$ cat src/rtl/uart_rx_oversample.sv
// Oversampling UART receiver (8N1, LSB first) running on a baud_tick enable.
// The start bit is qualified at mid-bit. Data and stop bits are then sampled one bit period apart.
module uart_rx_oversample #(
    parameter int OVERSAMPLE = 16,
    parameter int DATA_BITS  = 8
) (
    input  logic                 clk,
    input  logic                 rst,
    input  logic                 baud_tick,
    input  logic                 serial_in,
    output logic [DATA_BITS-1:0] rx_data,
    output logic                 rx_valid,
    output logic                 frame_err,
    output logic                 busy
);

    localparam int TICK_W = $clog2(OVERSAMPLE);
    localparam int BIT_W  = $clog2(DATA_BITS + 1);

    localparam logic [TICK_W-1:0] TICK_MID  = TICK_W'(OVERSAMPLE / 2 - 1);
    localparam logic [TICK_W-1:0] TICK_LAST = TICK_W'(OVERSAMPLE - 1);
    localparam logic [BIT_W-1:0]  BIT_LAST  = BIT_W'(DATA_BITS - 1);

    typedef enum logic [1:0] {
        IDLE,
        START,
        DATA,
        STOP
    } state_e;

    state_e               state_q;
    logic                 sync1_q;
    logic                 sync2_q;
    logic                 prev_q;
    logic [TICK_W-1:0]    tick_cnt_q;
    logic [BIT_W-1:0]     bit_cnt_q;
    logic [DATA_BITS-1:0] shift_q;
    logic [DATA_BITS-1:0] shift_d;
    logic [DATA_BITS-1:0] rx_data_q;
    logic                 rx_valid_q;
    logic                 frame_err_q;
    logic                 rxs;

    assign rxs     = sync2_q;
    assign shift_d = {rxs, shift_q[DATA_BITS-1:1]};

    // NOTE: sequential state uses non-blocking (<=) so every flop samples pre-edge values.
    // Both synchronizer flops reset to the idle-high level, so a reset cannot fake a start edge.
    always_ff @(posedge clk) begin
        if (rst) begin
            sync1_q <= 1'b1;
            sync2_q <= 1'b1;
        end else begin
            sync1_q <= serial_in;
            sync2_q <= sync1_q;
        end
    end

    always_ff @(posedge clk) begin
        if (rst) begin
            state_q     <= IDLE;
            tick_cnt_q  <= '0;
            bit_cnt_q   <= '0;
            shift_q     <= '0;
            rx_data_q   <= '0;
            rx_valid_q  <= 1'b0;
            frame_err_q <= 1'b0;
            prev_q      <= 1'b1;
        end else begin
            rx_valid_q  <= 1'b0;
            frame_err_q <= 1'b0;
            if (baud_tick) begin
                // prev_q holds the line as seen on the previous tick; edge detection depends on it
                prev_q <= rxs;
                case (state_q)
                    IDLE: begin
                        if (!rxs && prev_q) begin
                            state_q    <= START;
                            tick_cnt_q <= '0;
                        end
                    end
                    START: begin
                        if (tick_cnt_q == TICK_MID) begin
                            tick_cnt_q <= '0;
                            if (rxs) begin
                                state_q <= IDLE;
                            end else begin
                                state_q   <= DATA;
                                bit_cnt_q <= '0;
                            end
                        end else begin
                            tick_cnt_q <= tick_cnt_q + 1'b1;
                        end
                    end
                    DATA: begin
                        if (tick_cnt_q == TICK_LAST) begin
                            tick_cnt_q <= '0;
                            shift_q    <= shift_d;
                            bit_cnt_q  <= bit_cnt_q + 1'b1;
                            if (bit_cnt_q == BIT_LAST) begin
                                state_q <= STOP;
                            end
                        end else begin
                            tick_cnt_q <= tick_cnt_q + 1'b1;
                        end
                    end
                    STOP: begin
                        if (tick_cnt_q == TICK_LAST) begin
                            tick_cnt_q <= '0;
                            state_q    <= IDLE;
                            if (rxs) begin
                                rx_data_q  <= shift_q;
                                rx_valid_q <= 1'b1;
                            end else begin
                                frame_err_q <= 1'b1;
                            end
                        end else begin
                            tick_cnt_q <= tick_cnt_q + 1'b1;
                        end
                    end
                    default: state_q <= IDLE;
                endcase
            end
        end
    end

    assign rx_data   = rx_data_q;
    assign rx_valid  = rx_valid_q;
    assign frame_err = frame_err_q;
    assign busy      = (state_q != IDLE);

endmodule

$ cat config.mk
export PLATFORM = sky130hd
export DESIGN_NAME = uart_rx_oversample
export DESIGN_NICKNAME = d
export VERILOG_FILES = /design/src/rtl/uart_rx_oversample.sv
export SDC_FILE = /design/constraint.sdc
export NUM_CORES = 1
export LEC_CHECK = 0
export BUFFER_PORTS_ARGS = -buffer_cell sky130_fd_sc_hd__buf_2
export CORE_ASPECT_RATIO = 0.5
export CORE_MARGIN = 2
export CORE_UTILIZATION = 50
export CTS_CLUSTER_SIZE = 40
export DETAILED_ROUTE_END_ITERATION = 7
export GPL_TIMING_DRIVEN = 1
export PLACE_DENSITY = 0.7
export SYNTH_ARGS = -nofsm -noshare
export SYNTH_HDL_FRONTEND = slang
export SYNTH_SLANG_ARGS = --single-unit
export TNS_END_PERCENT = 100
$ cat constraint.sdc
create_clock -name clk -period 3.8 [get_ports clk]
set_clock_uncertainty 0.2 [all_clocks]
set_input_delay 0.57 -clock clk [delete_from_list [all_inputs] [get_ports clk]]
set_output_delay 0.57 -clock clk [all_outputs]
set_load 0.05 [all_outputs]
; ---- Word level (Yosys, flattened, before mapping)
; Index checks and enable logic that the tools add are counted.
[classes]
add_sub_neg = 2
multipliers = 0
div_mod_pow = 0
order_cmp = 0
n_eq_ne = 12
shift = 0
n_mux = 17
bitwise_logic = 3
reduce_logical = 12
[op_table]
columns = operator, count
row1 = 4-bit 2-to-1 mux, 6
row2 = 2-bit 2-to-1 mux, 6
row3 = "2-bit != test, second input constant", 6
row4 = 4-bit one-hot mux with 3 select lines, 1
row5 = "4-bit by 1-bit adder with 4-bit output, second input constant", 2
row6 = "4-bit by 3-bit == test with 1-bit output, second input constant", 2
row7 = 2-bit one-hot mux with 4 select lines, 1
row8 = 4-bit one-hot mux with 2 select lines, 1
row9 = 6-bit AND reduction, 1
row10 = 5-bit AND reduction, 1
row11 = "2-bit == test, second input constant", 2
row12 = "4-bit == test, second input constant", 1
row13 = 4-bit AND reduction, 1
row14 = 2-bit nonzero test, 2
row15 = 4-bit OR reduction, 1
row16 = 1-bit inverter, 3
row17 = 3-bit AND reduction, 1
row18 = "2-bit by 1-bit == test with 1-bit output, second input constant", 1
row19 = 2-bit zero test, 1
row20 = 1-bit 2-to-1 mux, 2
row21 = 2-bit AND reduction, 1
row22 = 2-bit OR reduction, 1
row23 = 1-bit logical AND, 1
row24 = 1-bit zero test, 1
[totals]
regBits = 31
latch_bits = 0
ramBits = 0
romBits = 0
input_bits = 4
output_inout_bits = 11
elab_cells = 56
n_memories = 0

; ---- Logic depth before layout (Yosys ltp)
[logic_depth]
ltp_word = 4
depth_mapped = 7

; ---- Worst setup path before layout
; Ideal clock, no wire load.
[synth_timing]
kind = register -> register
from = register state_q[0]
to = register state_q[0]
arrival_ps = 1466
setup_slack_ps = 2064
path_stages_with_launch = 7
period_less_slack_ps = 1736
cell_sequence = dfxtp_1 -> buf_2 -> nor2_1 -> inv_1 -> o21ai_1 -> a211o_1 -> a21oi_1
[synth_between]
elab_chain_cells = 3
[synth_rtl]
columns = element, line
row1 = "start, declared", 31  ; state_e state_q;
row2 = "start signal, assigned", 61  ; state_q <= IDLE;
row3 = "start signal, assigned", 78  ; state_q <= START;
row4 = "start signal, assigned", 86  ; state_q <= IDLE;
row5 = 2-bit == test (tied with other cells), 75  ; case (state_q)
row6 = 2-bit != test (no line), --
row7 = 6-bit AND reduction (no line), --
; Parallel ways exist; a longest one is shown, timed or not.
; A chain may end at the register's enable or synchronous reset.

==> impl_results.html <==
<table>
<tr><th>Metric</th><th>Value</th></tr>
<tr><th colspan="2">Detailed routing</th></tr>
<tr><td>Uppermost routed layer</td><td>met4</td></tr>
<tr><td>Total detailed-routing wirelength</td><td>between 2000 and 2500 um</td></tr>
<tr><td>Met3 wire length</td><td>approximately 130 um</td></tr>
<tr><td>Total number of vias</td><td>roughly 1,000</td></tr>
<tr><td>Number of vias per cell after detailed routing</td><td>roughly 5.3</td></tr>
<tr><td>Remaining antenna violation count</td><td>0</td></tr>
<tr><td>DRT iter0 DRCs</td><td>just over 80</td></tr>
<tr><td>Met1 routed wirelength after detailed routing</td><td>around 1200 um</td></tr>
<tr><td>Detailed-route wire length per cell</td><td>12.2 um</td></tr>
<tr><td>Wire length on met2</td><td>roughly 1000 um</td></tr>
<tr><td>Count of unresolved DRC violations after routing</td><td>0</td></tr>
<tr><td>Detailed-router iteration count before antenna repair</td><td>4</td></tr>
<tr><th colspan="2">Power and ir drop</th></tr>
<tr><td>Pwr Total</td><td>around 0.00073 W</td></tr>
<tr><td>Leakage component of the power</td><td>0.650 nW</td></tr>
<tr><td>IR Drop Worst-Case VDD</td><td>between 0.2 and 0.3 mV</td></tr>
<tr><td>Power density of the placed cells</td><td>just under 500 nW/um^2</td></tr>
<tr><th colspan="2">Place</th></tr>
<tr><td>PortBufs</td><td>14</td></tr>
<tr><td>Setup Slack @ Placement</td><td>about 1.8 ns</td></tr>
<tr><td>Final RePlAce weighted congestion</td><td>around 0.75</td></tr>
<tr><td>Sum of net half-perimeters after detailed placement</td><td>1540 um</td></tr>
<tr><td>Placed insts</td><td>188</td></tr>
<tr><th colspan="2">Outcome</th></tr>
<tr><td>Status</td><td>complete, no violations</td></tr>
<tr><th colspan="2">Clocking</th></tr>
<tr><td>Clk slew on worst S/H paths</td><td>roughly 0.07 ns</td></tr>
<tr><td>Number of clock sinks seen by CTS</td><td>31</td></tr>
<tr><td>H-tree lvl count</td><td>2</td></tr>
<tr><td>Number of buffers created by CTS</td><td>5</td></tr>
<tr><td>Clk buf depth</td><td>2</td></tr>
<tr><td># hold bufs at CTS</td><td>0</td></tr>
<tr><td>TritonCTS clock tree</td><td>done</td></tr>
<tr><td>CTS root buffer</td><td>clkbuf_8</td></tr>
<tr><td>Number of instances resized during post-cts repair</td><td>0</td></tr>
<tr><td>Later-pin clock latency in the skew report</td><td>0.29 ns</td></tr>
<tr><td>Post-CTS setup buffers</td><td>0</td></tr>
<tr><th colspan="2">Global routing</th></tr>
<tr><td>Total grt overflow</td><td>0</td></tr>
<tr><td>Aggregate global-route resource usage</td><td>0.170</td></tr>
<tr><td>Number of global-route vias before repair</td><td>~830</td></tr>
<tr><td>Number of antenna violations at the first check in global routing</td><td>0</td></tr>
<tr><td>Maximum number of pins on one net before global-route repair</td><td>33</td></tr>
<tr><td>Wire length of the first global-routing pass</td><td>3870 um</td></tr>
<tr><th colspan="2">STA</th></tr>
<tr><td>Setup total negative slack</td><td>0 ns</td></tr>
<tr><td>Worst-case setup margin in the final layout</td><td>around 1.7 ns</td></tr>
<tr><td>Unrepaired setup endpoints after global routing</td><td>no</td></tr>
<tr><td>Max-slew violations</td><td>0</td></tr>
<tr><td>Tmin final</td><td>around 2.1 ns</td></tr>
<tr><td>Hold Worst Slack</td><td>around 0.21 ns</td></tr>
<tr><td>Final setup violation count</td><td>0</td></tr>
<tr><td>Relative slew slack</td><td>0.629</td></tr>
<tr><td>Hold violation count in the final report</td><td>0</td></tr>
<tr><td>Tightest Pin Transition</td><td>~0.56 ns</td></tr>
<tr><td>Ratio of final minimum period to clock period</td><td>0.556</td></tr>
<tr><td>Max Clock Freq</td><td>0.474 GHz</td></tr>
<tr><th colspan="2">Worst hold path</th></tr>
<tr><td>Worst hold path class</td><td>flip-flop to flip-flop</td></tr>
<tr><td>Start point of the worst min-delay path</td><td>sync1_q</td></tr>
<tr><td>Hold Path Stages</td><td>1</td></tr>
<tr><td>Min-Delay Endpoint</td><td>rxs</td></tr>
<tr><th colspan="2">Worst setup path</th></tr>
<tr><td>Data arrival time of the worst path</td><td>roughly 1.3 ns</td></tr>
<tr><td>Worst Reg2Reg Path Length in Cells</td><td>5</td></tr>
<tr><td>Capturing point of the worst reg2reg path</td><td>bit_cnt_q[3]</td></tr>
<tr><td>Type of element capturing the critical path</td><td>primary output</td></tr>
<tr><td>Slack of the worst reg-to-reg path</td><td>around 1.8 ns</td></tr>
<tr><td>R2R Path Start</td><td>tick_cnt_q[0]</td></tr>
<tr><td>Required time at the worst-slack endpoint</td><td>between 3 and 4 ns</td></tr>
<tr><td>Kind of launch point of the worst setup path</td><td>flip-flop</td></tr>
<tr><td>Critical path start-end classification</td><td>flip-flop to primary output</td></tr>
<tr><td>Worst Path Max Fanout</td><td>11</td></tr>
<tr><th colspan="2">Logic synthesis</th></tr>
<tr><td>Number of distinct library cells after synthesis</td><td>39</td></tr>
<tr><td>Primary flip-flop cell chosen by synthesis mapping</td><td>dfxtp_1</td></tr>
<tr><td>Part of the Yosys area used for sequential elements</td><td>0.473</td></tr>
<tr><td>Flop and latch count out of synthesis</td><td>31</td></tr>
<tr><td>YS warnings</td><td>0</td></tr>
<tr><td>Post-synth EDFFs</td><td>0</td></tr>
<tr><td>Mapped Nets</td><td>between 150 and 200</td></tr>
<tr><td>Ys async rst share</td><td>0</td></tr>
<tr><td>Summed instance area of the synthesized netlist</td><td>around 1300 sq um</td></tr>
<tr><td>Synthesized area divided by synthesized cell count</td><td>roughly 9.0 sq um</td></tr>
<tr><td>Post-synthesis cell count</td><td>146</td></tr>
<tr><th colspan="2">Final layout</th></tr>
<tr><td>Proportion of layout cells with a drive suffix above 1</td><td>0.182</td></tr>
<tr><td>Post-layout net count</td><td>approximately 160</td></tr>
<tr><td>Most common cell after layout, fill and taps aside</td><td>dfxtp_1</td></tr>
<tr><td>Area growth syn-to-layout</td><td>15.0%</td></tr>
<tr><td>Diodes inserted</td><td>0</td></tr>
<tr><td>Cell Count, Final, Fillers Out</td><td>between 150 and 200</td></tr>
<tr><td>Final-layout fill cell count</td><td>~240</td></tr>
<tr><td>Commonest cells after routing, fill and taps aside</td><td>dfxtp_1, nand2_1, buf_2, nor2_1, a21oi_1</td></tr>
<tr><th colspan="2">Floorplan</th></tr>
<tr><td>Top-level port count</td><td>15</td></tr>
<tr><td>Count of standard-cell rows</td><td>13</td></tr>
<tr><td>Initial core utilization</td><td>0.517</td></tr>
<tr><td>Die extent in x</td><td>roughly 76 um</td></tr>
<tr><td>Area enclosed by the die boundary</td><td>~3100 sq um</td></tr>
<tr><td>Die Ht</td><td>40.2 um</td></tr>
<tr><td>Floorplan core area</td><td>about 2500 sq um</td></tr>
<tr><th colspan="2">Run</th></tr>
<tr><td>Number of maximum-capacitance violations</td><td>0</td></tr>
</table>
==> final cells by class <==
type,count,area (sq um),area share
Sequential cell,31,621,0.411
Tap cell,37,46.3,0.0307
Clock inverter,2,60.1,0.0398
Multi-Input combinational cell,104,632,0.419
Timing Repair Buffer,14,70.1,0.0464
Inverter,2,7.51,0.00498
Clock buffer,6,72.6,0.0481
==> state kept, by name, summed over array words and instances, names as in the netlist, named ones only <==
signal      count
rx_data         8
shift_q         8
bit_cnt_q       4
tick_cnt_q      4
frame_err       1
prev_q          1
rx_valid        1
rxs             1
state_q         1
sync1_q         1
==> metrics by stage <==
stage,cell area (sq um),utilization
3_5_place_dp,1380,0.542
3_3_place_gp,1380,0.542
4_1_cts,1510,0.595
2_1_floorplan,1310,-
5_1_grt,1510,0.595
6_report,1510,0.595
==> kinds of logic after synthesis <==
| kind of cell | synth area share |
|---|---|
| AO/OA/AOI/OAI | 0.132 |
| XOR/XNOR | 0.00667 |
| adder cells (fa/ha/maj) | 0.0191 |
| buffers and inverters | 0.0458 |
| flip-flops | 0.473 |
| multiplexers | 0.0686 |
| AND/OR/NAND/NOR | 0.255 |
==> per-layer routing <==
metal,track usage,vias to the layer above
met5,0,-
met4,0.0955,0
met3,0.0608,5
met2,0.257,24
met1,0.219,481
li1,-,531
==> how the worst max path moves through the flow <==
stage               start            to  slack (ns)  depth (start not counted)
3_5_place_dp    baud_tick  bit_cnt_q[3]        1.83                          5
3_3_place_gp    baud_tick  bit_cnt_q[3]        1.88                          5
4_1_cts         flip-flop          busy        1.70                          3
5_1_grt         flip-flop          busy        1.56                          3
2_1_floorplan  state_q[0]    state_q[0]        2.06                          6
6_report        flip-flop          busy        1.69                          3
==> worst max-delay path: stages, from the launching register on <==
cell	delay [ns]
dfxtp_1	0.55
nor2_1	0.13
inv_1	0.11
buf_2	0.26
==> synthesized netlist by cell type (2+ instances only) <==
cell | n | share of area
a211o_1 | 2 | 0.013
a21oi_1 | 13 | 0.050
a31oi_1 | 2 | 0.0095
and3_1 | 2 | 0.0095
buf_2 | 3 | 0.011
buf_4 | 2 | 0.011
clkbuf_1 | 3 | 0.0086
dfxtp_1 | 31 | 0.47
ha_1 | 2 | 0.019
inv_1 | 2 | 0.0057
mux2i_1 | 9 | 0.069
nand2_1 | 21 | 0.060
nand2b_1 | 2 | 0.0095
nand3_1 | 4 | 0.015
nand3b_1 | 3 | 0.017
nor2_1 | 13 | 0.037
nor2b_1 | 4 | 0.019
nor3_1 | 3 | 0.011
o21ai_0 | 4 | 0.015
or2_2 | 2 | 0.0095
==> where the power goes <==
part	switching, W	internal, W
Clock	0.000122	0.000262
Combinational	0.0000131	0.00000706
Sequential	0.00000340	0.000328
Total	0.000138	0.000597
(Power assumes the default switching activity.)
